## src/rtl/asym_ram_pkg.sv

```systemverilog
// Shared definitions for the asymmetric sample/envelope RAM and its narrow-port read streamer.
package asym_ram_pkg;

    localparam int RAM_RD_LATENCY = 3;
    localparam int DATAWIDTH_DEF  = 4;
    localparam int ADDRWIDTH_DEF  = 10;

    typedef enum logic [1:0] {
        IDLE  = 2'd0,
        ISSUE = 2'd1,
        DRAIN = 2'd2,
        FLUSH = 2'd3
    } streamState_t;

endpackage

```

## src/rtl/sync_fifo_fwft.sv

```systemverilog
// First-word-fall-through FIFO with occupancy count; head word is visible whenever not empty.
module sync_fifo_fwft #(
    parameter int WIDTH = 5,
    parameter int DEPTH = 8
) (
    input  logic                       clk,
    input  logic                       rstn,
    input  logic                       clear,
    input  logic                       push,
    input  logic [WIDTH-1:0]           pushData,
    input  logic                       pop,
    output logic [WIDTH-1:0]           popData,
    output logic                       empty,
    output logic [$clog2(DEPTH):0]     count
);

    localparam int AW = $clog2(DEPTH);

    logic [WIDTH-1:0] mem [DEPTH];
    logic [AW-1:0]    wrPtr;
    logic [AW-1:0]    rdPtr;
    logic             full;
    logic             doPop;

    assign empty   = (count == '0);
    assign full    = (count == (AW+1)'(DEPTH));
    assign doPop   = pop && !empty;
    assign popData = mem[rdPtr];

    // Push at full is legal only together with a pop, which frees the slot being overwritten.
    always_ff @(posedge clk or negedge rstn) begin
        if (!rstn) begin
            wrPtr <= '0;
            rdPtr <= '0;
            count <= '0;
        end else if (clear) begin
            wrPtr <= '0;
            rdPtr <= '0;
            count <= '0;
        end else begin
            assert (!(push && full && !doPop));
            if (push)
                wrPtr <= wrPtr + AW'(1);
            if (doPop)
                rdPtr <= rdPtr + AW'(1);
            if (push && !doPop)
                count <= count + (AW+1)'(1);
            else if (!push && doPop)
                count <= count - (AW+1)'(1);
        end
    end

    always_ff @(posedge clk) begin
        if (push && !clear)
            mem[wrPtr] <= pushData;
    end

endmodule

```

## src/rtl/asym_ram_rd_streamer.sv

```systemverilog
// Narrow-port burst reader: issues RAM reads under FIFO credit and streams the words out
// as valid/ready with a last flag, hiding the fixed RAM read pipeline.
module asym_ram_rd_streamer
    import asym_ram_pkg::*;
#(
    parameter int DATAWIDTH  = DATAWIDTH_DEF,
    parameter int ADDRWIDTH  = ADDRWIDTH_DEF,
    parameter int LENWIDTH   = 11,
    parameter int RD_LATENCY = RAM_RD_LATENCY,
    parameter int FIFO_DEPTH = 8
) (
    input  logic                 clk,
    input  logic                 rstn,
    input  logic                 start,
    input  logic [ADDRWIDTH-1:0] start_addr,
    input  logic [LENWIDTH-1:0]  length,
    input  logic                 abort,
    output logic                 busy,
    output logic                 done,
    output logic [ADDRWIDTH-1:0] ram_addr,
    input  logic [DATAWIDTH-1:0] ram_dout,
    output logic [DATAWIDTH-1:0] m_data,
    output logic                 m_valid,
    input  logic                 m_ready,
    output logic                 m_last
);

    localparam int CW  = $clog2(FIFO_DEPTH + RD_LATENCY + 2);
    localparam int FCW = $clog2(FIFO_DEPTH) + 1;

    streamState_t        state, stateNext;
    logic [LENWIDTH-1:0] remaining;
    logic [RD_LATENCY:0] pipeValid;
    logic [RD_LATENCY:0] pipeLast;
    logic                issueNow, issueLast, doneNext, fifoClear, fifoPush, pop, creditOk;
    logic [FCW-1:0]      fifoCount;
    logic                fifoEmpty;
    logic [DATAWIDTH:0]  headWord;
    logic [CW-1:0]       occupancy;

    assign busy      = (state != IDLE);
    assign pop       = m_valid & m_ready;
    // Stage 0 of the tag pipe is aligned with ram_addr; the top stage lines up with ram_dout.
    assign occupancy = CW'($countones(pipeValid)) + CW'(fifoCount) - CW'(pop);
    assign creditOk  = (occupancy < CW'(FIFO_DEPTH));
    assign fifoPush  = pipeValid[RD_LATENCY] && (state != FLUSH) && !fifoClear;

    assign m_valid = !fifoEmpty;
    assign m_data  = fifoEmpty ? '0 : headWord[DATAWIDTH-1:0];
    assign m_last  = !fifoEmpty && headWord[DATAWIDTH];

    always_ff @(posedge clk or negedge rstn) begin
        if (!rstn)
            state <= IDLE;
        else
            state <= stateNext;
    end

    // The first read is issued straight from IDLE; nothing is in flight or buffered there.
    always_comb begin
        stateNext = state;
        doneNext  = 1'b0;
        issueNow  = 1'b0;
        issueLast = 1'b0;
        fifoClear = 1'b0;
        unique case (state)
            IDLE: begin
                if (start && !done) begin
                    if (length == '0) begin
                        doneNext = 1'b1;
                    end else begin
                        issueNow  = 1'b1;
                        issueLast = (length == LENWIDTH'(1));
                        stateNext = (length == LENWIDTH'(1)) ? DRAIN : ISSUE;
                    end
                end
            end
            ISSUE: begin
                if (abort) begin
                    fifoClear = 1'b1;
                    stateNext = FLUSH;
                end else if (creditOk) begin
                    issueNow  = 1'b1;
                    issueLast = (remaining == LENWIDTH'(1));
                    if (remaining == LENWIDTH'(1))
                        stateNext = DRAIN;
                end
            end
            DRAIN: begin
                if (abort) begin
                    fifoClear = 1'b1;
                    stateNext = FLUSH;
                end else if (pop && m_last) begin
                    doneNext  = 1'b1;
                    stateNext = IDLE;
                end
            end
            FLUSH: begin
                if (pipeValid[RD_LATENCY-1:0] == '0) begin
                    doneNext  = 1'b1;
                    stateNext = IDLE;
                end
            end
            default: stateNext = IDLE;
        endcase
    end

    always_ff @(posedge clk or negedge rstn) begin
        if (!rstn) begin
            done      <= 1'b0;
            ram_addr  <= '0;
            remaining <= '0;
            pipeValid <= '0;
            pipeLast  <= '0;
        end else begin
            done      <= doneNext;
            pipeValid <= {pipeValid[RD_LATENCY-1:0], issueNow};
            pipeLast  <= {pipeLast[RD_LATENCY-1:0], issueLast};
            if (issueNow) begin
                if (state == IDLE) begin
                    ram_addr  <= start_addr;
                    remaining <= length - LENWIDTH'(1);
                end else begin
                    ram_addr  <= ram_addr + ADDRWIDTH'(1);
                    remaining <= remaining - LENWIDTH'(1);
                end
            end
        end
    end

    sync_fifo_fwft #(
        .WIDTH(DATAWIDTH + 1),
        .DEPTH(FIFO_DEPTH)
    ) outFifo (
        .clk     (clk),
        .rstn    (rstn),
        .clear   (fifoClear),
        .push    (fifoPush),
        .pushData({pipeLast[RD_LATENCY], ram_dout}),
        .pop     (pop),
        .popData (headWord),
        .empty   (fifoEmpty),
        .count   (fifoCount)
    );

endmodule
```

## config.mk

```make
export PLATFORM = sky130hd
export DESIGN_NAME = asym_ram_rd_streamer
export DESIGN_NICKNAME = d
export VERILOG_FILES = /design/src/rtl/asym_ram_pkg.sv /design/src/rtl/sync_fifo_fwft.sv /design/src/rtl/asym_ram_rd_streamer.sv
export SDC_FILE = /design/constraint.sdc
export NUM_CORES = 1
export LEC_CHECK = 0
export BUFFER_PORTS_ARGS = -buffer_cell sky130_fd_sc_hd__buf_4
export CAP_MARGIN = 10
export CORE_ASPECT_RATIO = 1.75
export CORE_MARGIN = 4
export CORE_UTILIZATION = 59
export DETAILED_ROUTE_END_ITERATION = 8
export PLACE_DENSITY = 0.85
export SLEW_MARGIN = 30
export SYNTH_ARGS = -nofsm -noshare
export SYNTH_HDL_FRONTEND = slang
export SYNTH_SLANG_ARGS = --single-unit
export TNS_END_PERCENT = 10
```

## constraint.sdc

```tcl
create_clock -name clk -period 4.27 [get_ports clk]
set_clock_uncertainty 0.2 [all_clocks]
set_input_delay 0.427 -clock clk [delete_from_list [all_inputs] [get_ports clk]]
set_output_delay 0.427 -clock clk [all_outputs]
set_load 0.02 [all_outputs]
```

==> report_table.html, run 1 <==
<table>
<tr><th>Metric</th><th>Value</th></tr>
<tr><th colspan="2">CTS</th></tr>
<tr><td>Number of sinks on the clock net</td><td>82</td></tr>
<tr><td># Post-CTS Setup Buffers</td><td>0</td></tr>
<tr><td>Clock tree from TritonCTS</td><td>yes</td></tr>
<tr><td>Number of buffers created by CTS</td><td>9</td></tr>
<tr><td>Latest clock arrival within the worst-skew pair</td><td>340 ps</td></tr>
<tr><td>Buffer levels on the longest clock path</td><td>2</td></tr>
<tr><td>Total number of H-tree levels</td><td>3</td></tr>
<tr><td>Library cell used as clock root buffer</td><td>sky130_fd_sc_hd__clkbuf_16</td></tr>
<tr><td>Clock edge transition at the registers on the reported setup and hold paths</td><td>60 ps</td></tr>
<tr><th colspan="2">Global routing</th></tr>
<tr><td>Overall Global Routing Usage</td><td>23.7%</td></tr>
<tr><td>Global-route wire length before repair</td><td>16300 um</td></tr>
<tr><td>Initial antenna violation count</td><td>0</td></tr>
<tr><td>Remaining Overflow, GRT</td><td>0</td></tr>
<tr><td>Vias in the first global route</td><td>3487</td></tr>
<tr><td>Maximum number of pins on one net before global-route repair</td><td>48</td></tr>
<tr><th colspan="2">Drt</th></tr>
<tr><td>First-pass DRT Iterations</td><td>5</td></tr>
<tr><td>Routed length per placed instance</td><td>18.4 um</td></tr>
<tr><td>DRT iter0 DRCs</td><td>218</td></tr>
<tr><td>Final ANT Viol Nets</td><td>0</td></tr>
<tr><td>Total length of routed wires</td><td>10200 um</td></tr>
<tr><td>Detailed-route vias per instance</td><td>6.20</td></tr>
<tr><td>Via count</td><td>3420</td></tr>
<tr><td>DRC viols</td><td>0</td></tr>
<tr><th colspan="2">Placement</th></tr>
<tr><td>GP Congestion</td><td>0.897</td></tr>
<tr><td>Post-DP HPWL</td><td>7440 um</td></tr>
<tr><td>IO buf count</td><td>47</td></tr>
<tr><th colspan="2">Worst setup path</th></tr>
<tr><td>Crit path launch</td><td>outFifo.count[2]</td></tr>
<tr><td>Sum of buffers and inverters on the critical path</td><td>5</td></tr>
<tr><td>Max incr delay on CP</td><td>480 ps</td></tr>
<tr><td>Type of element launching the critical path</td><td>flop</td></tr>
<tr><td>Crit Reg-Reg Startpoint</td><td>outFifo.count[2]</td></tr>
<tr><td>Maximum fanout encountered on the critical timing path</td><td>22</td></tr>
<tr><td>Element type at the critical path end</td><td>flop</td></tr>
<tr><td>Arrival time of the worst setup path</td><td>3850 ps</td></tr>
<tr><td>Critical path start-end classification</td><td>reg2reg</td></tr>
<tr><td>Data required time of the critical path</td><td>4290 ps</td></tr>
<tr><td>Crit path cell chain</td><td>inv_1, ha_1, and3_2, inv_2, nand2_1, inv_1, ha_1, fa_1, inv_1, ha_1, a21oi_1, o21ai_2, mux2i_1, buf_4, a22oi_1, a211o_1</td></tr>
<tr><td>Slowest cell on crit path</td><td>sky130_fd_sc_hd__fa_1</td></tr>
<tr><td>Kind of cell with the highest combined delay on the critical path</td><td>adder cells</td></tr>
<tr><th colspan="2">Die</th></tr>
<tr><td>Die height</td><td>124 um</td></tr>
<tr><td>Core outline area</td><td>7510 um^2</td></tr>
<tr><td>Width of the die</td><td>74.3 um</td></tr>
<tr><td>Number of rows in the core area</td><td>42</td></tr>
<tr><td>Initial cell density of the core</td><td>60.4%</td></tr>
<tr><td>Ports placed on the boundary</td><td>48</td></tr>
<tr><td>Die ar.</td><td>9220 um^2</td></tr>
<tr><th colspan="2">Synthesis</th></tr>
<tr><td>Cell types with the largest area share after synthesis</td><td>sky130_fd_sc_hd__edfxtp_1 (26%), sky130_fd_sc_hd__dfrtp_1 (23%), sky130_fd_sc_hd__ha_1 (5.5%), sky130_fd_sc_hd__mux4_2 (4.0%), sky130_fd_sc_hd__nand2_1 (3.2%)</td></tr>
<tr><td>Net count of the mapped netlist</td><td>469</td></tr>
<tr><td>Number of flops mapped to enable cells by yosys</td><td>40</td></tr>
<tr><td>Synth Area per Inst</td><td>10.9 um^2</td></tr>
<tr><td>Sequential share of the synthesized area</td><td>49.6%</td></tr>
<tr><td>Number of distinct library cell variants in the gate-level netlist after synthesis</td><td>57</td></tr>
<tr><td>Flip-flop cell with the highest count after synthesis</td><td>sky130_fd_sc_hd__dfrtp_1</td></tr>
<tr><td>Flip-flop and latch count after synthesis</td><td>82</td></tr>
<tr><td>Synth top area share</td><td>26.5%</td></tr>
<tr><td>Most frequent cell after synthesis</td><td>sky130_fd_sc_hd__dfrtp_1</td></tr>
<tr><td>Count of yosys warnings during synthesis</td><td>0</td></tr>
<tr><td>Top post-synthesis cells by count</td><td>sky130_fd_sc_hd__dfrtp_1 (42), sky130_fd_sc_hd__edfxtp_1 (40), sky130_fd_sc_hd__nand2_1 (39)</td></tr>
<tr><td>Mapped cell area</td><td>4540 um^2</td></tr>
<tr><td>Cell type with the largest total area after synthesis</td><td>sky130_fd_sc_hd__edfxtp_1</td></tr>
<tr><td>Post-synthesis cell count</td><td>417</td></tr>
<tr><td>Async S/R FF share, synth</td><td>51.2%</td></tr>
<tr><th colspan="2">STA</th></tr>
<tr><td>Unrepaired setup endpoints after global routing</td><td>false</td></tr>
<tr><td>Transition time of the tightest slew-check pin</td><td>865 ps</td></tr>
<tr><td>Final critical-path required period</td><td>3830 ps</td></tr>
<tr><td>Highest Clock Rate</td><td>261 MHz</td></tr>
<tr><td>Fin crit share</td><td>89.6%</td></tr>
<tr><td>Final Slew Violations</td><td>0</td></tr>
<tr><td>Headroom to the max-slew limit</td><td>42.3%</td></tr>
<tr><td>Endpoints failing setup</td><td>0</td></tr>
<tr><td>Total count of hold-check failures in the final report</td><td>0</td></tr>
<tr><td>Setup Total Neg Slack</td><td>0 ps</td></tr>
<tr><th colspan="2">Cells and area</th></tr>
<tr><td>Fraction of layout instances using a drive strength above 1</td><td>18.5%</td></tr>
<tr><td>Total number of nets in the final design</td><td>511</td></tr>
<tr><td>Layout overhead on the synthesized area</td><td>15.7%</td></tr>
<tr><td>Utilization after layout</td><td>69.9%</td></tr>
<tr><td>Ant. Diodes</td><td>0</td></tr>
<tr><td>Fillers</td><td>578</td></tr>
<tr><th colspan="2">Pwr</th></tr>
<tr><td>Internal cell power</td><td>2190 uW</td></tr>
<tr><td>Net switching share of the total power</td><td>40.2%</td></tr>
<tr><td>Sw Pwr</td><td>1470 uW</td></tr>
<tr><td>PD cells</td><td>697 nW/um^2</td></tr>
<tr><td>LEAKAGE</td><td>0.00209 uW</td></tr>
<tr><td>Register share of total power</td><td>32.7%</td></tr>
<tr><td>Part of the total power dissipated in combinational logic</td><td>46.4%</td></tr>
<tr><td>Worst-case vdd ir drop</td><td>0.419 mV</td></tr>
<tr><td>Clock network fraction of total power</td><td>20.8%</td></tr>
<tr><th colspan="2">Worst hold path</th></tr>
<tr><td>Start point of the worst min-delay path</td><td>ram_dout[3]</td></tr>
<tr><td>Hold WC Path Type</td><td>in2reg</td></tr>
<tr><th colspan="2">Status</th></tr>
<tr><td>Status</td><td>finished clean</td></tr>
<tr><th colspan="2">Job</th></tr>
<tr><td>Max-Cap Viols</td><td>0</td></tr>
</table>
==> layer usage <==
| metal | vias up | routed length, um | GRT usage [%] |
|---|---|---|---|
| li1 | 1635 | - | - |
| met1 | 1654 | 3660 | 24.8 |
| met2 | 103 | 5770 | 43.3 |
| met3 | 28 | 423 | 3.72 |
| met4 | 0 | 330 | 14.0 |
| met5 | - | 0 | 0 |
==> placed cells by master (no fill, tap or decap), types with 4 or more instances in the layout <==
| master | count |
|---|---|
| sky130_fd_sc_hd__a211o_1 | 12 |
| sky130_fd_sc_hd__a21oi_1 | 13 |
| sky130_fd_sc_hd__a22oi_1 | 12 |
| sky130_fd_sc_hd__and2_1 | 4 |
| sky130_fd_sc_hd__and3_1 | 7 |
| sky130_fd_sc_hd__buf_4 | 51 |
| sky130_fd_sc_hd__clkbuf_16 | 9 |
| sky130_fd_sc_hd__dfrtp_1 | 42 |
| sky130_fd_sc_hd__edfxtp_1 | 40 |
| sky130_fd_sc_hd__ha_1 | 20 |
| sky130_fd_sc_hd__inv_1 | 17 |
| sky130_fd_sc_hd__mux2i_1 | 12 |
| sky130_fd_sc_hd__mux4_2 | 8 |
| sky130_fd_sc_hd__nand2_1 | 39 |
| sky130_fd_sc_hd__nand2b_1 | 8 |
| sky130_fd_sc_hd__nand3_1 | 10 |
| sky130_fd_sc_hd__nand4_1 | 7 |
| sky130_fd_sc_hd__nor2_1 | 34 |
| sky130_fd_sc_hd__nor3_1 | 14 |
| sky130_fd_sc_hd__nor3b_1 | 6 |
| sky130_fd_sc_hd__nor4_1 | 7 |
| sky130_fd_sc_hd__o21ai_0 | 6 |
| sky130_fd_sc_hd__or4_1 | 6 |
| sky130_fd_sc_hd__xnor2_1 | 8 |
| sky130_fd_sc_hd__xor2_1 | 6 |
==> final cells by class <==
| type | count | area, um^2 | share of cell area (%) |
|---|---|---|---|
| Sequential cell | 82 | 2250 | 42.9 |
| Timing Repair Buffer | 52 | 393 | 7.48 |
| Clock buffer | 10 | 229 | 4.36 |
| Tap cell | 88 | 110 | 2.10 |
| Multi-Input combinational cell | 293 | 2120 | 40.4 |
| Clock inverter | 6 | 67.6 | 1.29 |
| Inverter | 21 | 78.8 | 1.50 |
==> final timing paths <==
path	to	slack, ps	cells past startpoint
max in group asynchronous	pipeLast[1]	3050	2
min	outFifo.mem[6][3]	120	1
max	remaining[4]	440	16
min in group asynchronous	ram_addr[7]	430	2
min reg2reg	pipeLast[1]	150	0
max reg2reg	remaining[4]	440	16
==> stage by stage <==
stage	area [um^2]	worst slack (ps)	total power [uW]	hold slack (ps)	instances
after floorplan	4540	306	2410	-68.6	417
after global routing	5260	102	3920	118	552
final	5260	444	3660	122	552
after detailed placement	4940	244	2890	144	535
after global placement	4940	346	2830	136	535
after CTS	5250	244	3660	116	552
==> cell families after synthesis <==
family | after synthesis | synth area share [%]
xor+xnor | 14 | 2.70
simple gates | 153 | 17.2
buf+inv | 42 | 3.72
mux | 25 | 7.85
fa+ha+maj | 22 | 6.39
flops | 82 | 49.6
compound gates | 79 | 12.6
==> state kept, by name (all words and copies together), names as in the netlist <==
name / count
pipeValid: 4
outFifo.rdPtr: 3
remaining: 11
state: 2
ram_addr: 10
outFifo.wrPtr: 3
pipeLast: 4
done: 1
outFifo.count: 4
outFifo.mem: 40
==> timing repair <==
action	4_1_cts	5_1_grt
hold buffers	1	0
endpoints found under the hold margin	42	0
endpoints found under the setup margin	0	16
resized for setup	0	2
==> power groups by stage <==
stage | Combinational [uW] | Sequential (uW) | Clock [uW]
after floorplan | 1260 | 1150 | 0
after global placement | 1630 | 1200 | 0
after detailed placement | 1690 | 1210 | 0
after CTS | 1700 | 1200 | 771
after global routing | 1890 | 1230 | 806
final | 1700 | 1200 | 763
==> worst reg2reg max path, stage by stage (launching register included) <==
cell and delay [ps]:
sky130_fd_sc_hd__dfrtp_1 390, sky130_fd_sc_hd__inv_1 80, sky130_fd_sc_hd__ha_1 130, sky130_fd_sc_hd__and3_2 250, sky130_fd_sc_hd__inv_2 70, sky130_fd_sc_hd__nand2_1 150
sky130_fd_sc_hd__inv_1 120, sky130_fd_sc_hd__ha_1 300, sky130_fd_sc_hd__fa_1 480, sky130_fd_sc_hd__inv_1 40, sky130_fd_sc_hd__ha_1 260, sky130_fd_sc_hd__a21oi_1 60
sky130_fd_sc_hd__o21ai_2 230, sky130_fd_sc_hd__mux2i_1 210, sky130_fd_sc_hd__buf_4 280, sky130_fd_sc_hd__a22oi_1 140, sky130_fd_sc_hd__a211o_1 310
Note: power is estimated with default switching activity, not from simulation.
==> run 2: changes to the inputs <==
--- a/config.mk
+++ b/config.mk
@@ -11,7 +11,7 @@
 export CORE_MARGIN = 4
 export CORE_UTILIZATION = 59
 export DETAILED_ROUTE_END_ITERATION = 8
-export PLACE_DENSITY = 0.85
+export PLACE_DENSITY = 0.86
 export SLEW_MARGIN = 30
 export SYNTH_ARGS = -nofsm -noshare
 export SYNTH_HDL_FRONTEND = slang
==> report_table.html, run 2 (synthesized netlist as in run 1, its figures left out) <==
<table>
<tr><th>Metric</th><th>Value</th></tr>
<tr><th colspan="2">Cells and area</th></tr>
<tr><td>Number of flip-flops in the largest register</td><td>40 (unchanged)</td></tr>
<tr><td>Multi-input logic area</td><td>2120 um^2 (about the same)</td></tr>
<tr><td>Fillers</td><td>538 (-6.9%)</td></tr>
<tr><td>Highest-count cells in the layout ignoring fill and taps</td><td>sky130_fd_sc_hd__buf_4 (50), sky130_fd_sc_hd__dfrtp_1 (42), sky130_fd_sc_hd__edfxtp_1 (40), sky130_fd_sc_hd__nand2_1 (39), sky130_fd_sc_hd__nor2_1 (34)</td></tr>
<tr><td>Ant. Diodes</td><td>0 (unchanged)</td></tr>
<tr><td>Utilization after layout</td><td>70.1% (+0.15 points)</td></tr>
<tr><td>Register name with the most flops</td><td>outFifo.mem</td></tr>
<tr><td>Biggest registers after layout</td><td>outFifo.mem x40, remaining x11, ram_addr x10</td></tr>
<tr><td>Fraction of layout instances using a drive strength above 1</td><td>18.3% (-0.22 points)</td></tr>
<tr><td>Layout overhead on the synthesized area</td><td>16.0%</td></tr>
<tr><td>Non-filler cells in the finished layout</td><td>552 (unchanged)</td></tr>
<tr><td>Total number of nets in the final design</td><td>511 (unchanged)</td></tr>
<tr><td>Most common cell after layout, fill and taps aside</td><td>sky130_fd_sc_hd__buf_4</td></tr>
<tr><td>Footprint of the flip-flops and latches</td><td>2250 um^2 (unchanged)</td></tr>
<tr><th colspan="2">Global routing</th></tr>
<tr><td>Vias in the first global route</td><td>3441 (-1.3%)</td></tr>
<tr><td>Remaining Overflow, GRT</td><td>0 (unchanged)</td></tr>
<tr><td>Initial antenna violation count</td><td>0 (unchanged)</td></tr>
<tr><td>Global-route wire length before repair</td><td>16400 um (+1.1%)</td></tr>
<tr><td>Overall Global Routing Usage</td><td>23.8% (+0.089 points)</td></tr>
<tr><td>Maximum number of pins on one net before global-route repair</td><td>48 (unchanged)</td></tr>
<tr><th colspan="2">CTS</th></tr>
<tr><td>Clock tree from TritonCTS</td><td>yes</td></tr>
<tr><td>Library cell used as clock root buffer</td><td>sky130_fd_sc_hd__clkbuf_16</td></tr>
<tr><td>Number of buffers created by CTS</td><td>9 (unchanged)</td></tr>
<tr><td>Buffer levels on the longest clock path</td><td>2 (unchanged)</td></tr>
<tr><td>Clock edge transition at the registers on the reported setup and hold paths</td><td>60 ps (about the same)</td></tr>
<tr><td>Number of sinks on the clock net</td><td>82 (unchanged)</td></tr>
<tr><td>Total number of H-tree levels</td><td>3 (unchanged)</td></tr>
<tr><td>Latest clock arrival within the worst-skew pair</td><td>340 ps (about the same)</td></tr>
<tr><th colspan="2">Worst setup path</th></tr>
<tr><td>Internal reg-to-reg setup slack</td><td>300 ps (-150 ps)</td></tr>
<tr><td>Maximum fanout encountered on the critical timing path</td><td>22 (unchanged)</td></tr>
<tr><td>Element type at the critical path end</td><td>flop</td></tr>
<tr><td>Arrival time of the worst setup path</td><td>3990 ps (+140 ps)</td></tr>
<tr><td>Critical path start-end classification</td><td>reg2reg</td></tr>
<tr><td>Data required time of the critical path</td><td>4290 ps (about the same)</td></tr>
<tr><td>Type of element launching the critical path</td><td>flop</td></tr>
<tr><th colspan="2">STA</th></tr>
<tr><td>Setup Total Neg Slack</td><td>0 ps (unchanged)</td></tr>
<tr><td>Highest Clock Rate</td><td>252 MHz (-3.7%)</td></tr>
<tr><td>Unrepaired setup endpoints after global routing</td><td>false</td></tr>
<tr><td>Endpoints failing setup</td><td>0 (unchanged)</td></tr>
<tr><td>Transition time of the tightest slew-check pin</td><td>946 ps (+80.5 ps)</td></tr>
<tr><td>Final critical-path required period</td><td>3970 ps (+147 ps)</td></tr>
<tr><td>Fin crit share</td><td>93.0% (+3.4 points)</td></tr>
<tr><td>Total count of hold-check failures in the final report</td><td>0 (unchanged)</td></tr>
<tr><td>Final Slew Violations</td><td>0 (unchanged)</td></tr>
<tr><td>Headroom to the max-slew limit</td><td>36.5% (-5.9 points)</td></tr>
<tr><th colspan="2">Die</th></tr>
<tr><td>Ports placed on the boundary</td><td>48 (unchanged)</td></tr>
<tr><td>Die height</td><td>124 um (unchanged)</td></tr>
<tr><td>Width of the die</td><td>74.3 um (unchanged)</td></tr>
<tr><td>Die ar.</td><td>9220 um^2 (unchanged)</td></tr>
<tr><td>Core outline area</td><td>7510 um^2 (unchanged)</td></tr>
<tr><td>Initial cell density of the core</td><td>60.4% (unchanged)</td></tr>
<tr><td>Number of rows in the core area</td><td>42 (unchanged)</td></tr>
<tr><th colspan="2">Drt</th></tr>
<tr><td>Uppermost metal layer occupied by signal nets</td><td>met4</td></tr>
<tr><td>DRC viols</td><td>0 (unchanged)</td></tr>
<tr><td>Routed length per placed instance</td><td>18.8 um (+1.9%)</td></tr>
<tr><td>Total length of routed wires</td><td>10400 um (+1.9%)</td></tr>
<tr><td>Met1 wire length</td><td>3730 um (+1.9%)</td></tr>
<tr><td>DRT iter0 DRCs</td><td>308 (+41%)</td></tr>
<tr><td>Detailed-route vias per instance</td><td>6.28 (+1.4%)</td></tr>
<tr><td>First-pass DRT Iterations</td><td>5 (unchanged)</td></tr>
<tr><td>Detail Route met2 WL</td><td>5820 um (+0.81%)</td></tr>
<tr><td>Routed length on met3</td><td>515 um (+22%)</td></tr>
<tr><td>Final ANT Viol Nets</td><td>0 (unchanged)</td></tr>
<tr><td>Via count</td><td>3468 (+1.4%)</td></tr>
<tr><th colspan="2">Worst hold path</th></tr>
<tr><td>Hold WC Path Type</td><td>in2reg</td></tr>
<tr><th colspan="2">Pwr</th></tr>
<tr><td>PD cells</td><td>699 nW/um^2 (+0.39%)</td></tr>
<tr><td>Worst-case vdd ir drop</td><td>0.539 mV (+29%)</td></tr>
<tr><td>LEAKAGE</td><td>0.00209 uW (+0.32%)</td></tr>
<tr><th colspan="2">Placement</th></tr>
<tr><td>GP Congestion</td><td>0.913 (+1.9%)</td></tr>
<tr><td>Total placed cells including tap cells</td><td>535 (unchanged)</td></tr>
<tr><td>IO buf count</td><td>47 (unchanged)</td></tr>
<tr><td>Post-DP HPWL</td><td>7500 um (+0.88%)</td></tr>
<tr><th colspan="2">Status</th></tr>
<tr><td>Status</td><td>finished clean</td></tr>
<tr><th colspan="2">Job</th></tr>
<tr><td>Max-Cap Viols</td><td>0 (unchanged)</td></tr>
</table>
-- run 2: changes by cell type in the layout (fill, tap and decap cells not counted) --
cell                     delta
sky130_fd_sc_hd__buf_4      -1
sky130_fd_sc_hd__buf_12     +1
sky130_fd_sc_hd__and3_1     +1
sky130_fd_sc_hd__and3_2     -1
-- run 2: cell type report --
type | instances | share of cell area [%]
Multi-Input combinational cell | 293 | 40.3
Clock buffer | 10 | 4.35
Tap cell | 88 | 2.09
Sequential cell | 82 | 42.8
Inverter | 21 | 1.50
Timing Repair Buffer | 52 | 7.70
Clock inverter | 6 | 1.28
-- run 2: where the power goes --
group / total [uW] / switching (uW) / leakage (uW) / internal, uW
Clock: 761 / 307 / 0.000139 / 453
Sequential: 1200 / 210 / 0.000853 / 987
Combinational: 1720 / 966 / 0.00110 / 759
-- run 2: critical path: stages, from the launching register on --
cell                      delay [ps]
sky130_fd_sc_hd__dfrtp_1         400
sky130_fd_sc_hd__inv_1            90
sky130_fd_sc_hd__ha_1            140
sky130_fd_sc_hd__and3_1          310
sky130_fd_sc_hd__inv_2           100
sky130_fd_sc_hd__nand2_1         150
sky130_fd_sc_hd__inv_1           110
sky130_fd_sc_hd__ha_1            310
sky130_fd_sc_hd__fa_1            490
sky130_fd_sc_hd__inv_1            40
sky130_fd_sc_hd__ha_1            260
sky130_fd_sc_hd__a21oi_1          60
sky130_fd_sc_hd__o21ai_2         240
sky130_fd_sc_hd__mux2i_1         330
sky130_fd_sc_hd__buf_12          200
sky130_fd_sc_hd__a22oi_1         100
sky130_fd_sc_hd__a211o_1         320
-- run 2: timing repair --
action,in CTS,in global routing
hold buffers,1,0
hold endpoints to repair,42,0
setup endpoints to repair,0,14
gates resized for setup,0,1
buffers inserted,0,0
-- run 2: stage by stage --
stage | hold slack (ps) | setup WS (ps) | instance area, um^2 | total power, uW
finish | 125 | 298 | 5270 | 3680
global route | 124 | 73.0 | 5270 | 3920
CTS | 121 | 162 | 5260 | 3680
detailed placement | 139 | 166 | 4960 | 2920
global placement | 134 | 353 | 4960 | 2840
floorplan | -68.6 | 306 | 4540 | 2410
-- run 2: routing by layer --
layer | up-vias | track usage (%)
met4 | 0 | 11.1
li1 | 1638 | -
met2 | 129 | 44.3
met5 | - | 0
met3 | 25 | 3.47
met1 | 1676 | 25.7
-- run 2: path summary, 6_finish.rpt --
kind,start,end,cells past startpoint
min,ram_dout[3],outFifo.mem[7][3],1
min reg2reg,pipeLast[2],pipeLast[3],0
max in group asynchronous,rstn,remaining[6],2
min in group asynchronous,rstn,ram_addr[7],2
max,outFifo.count[2],remaining[5],16
max reg2reg,outFifo.count[2],remaining[5],16
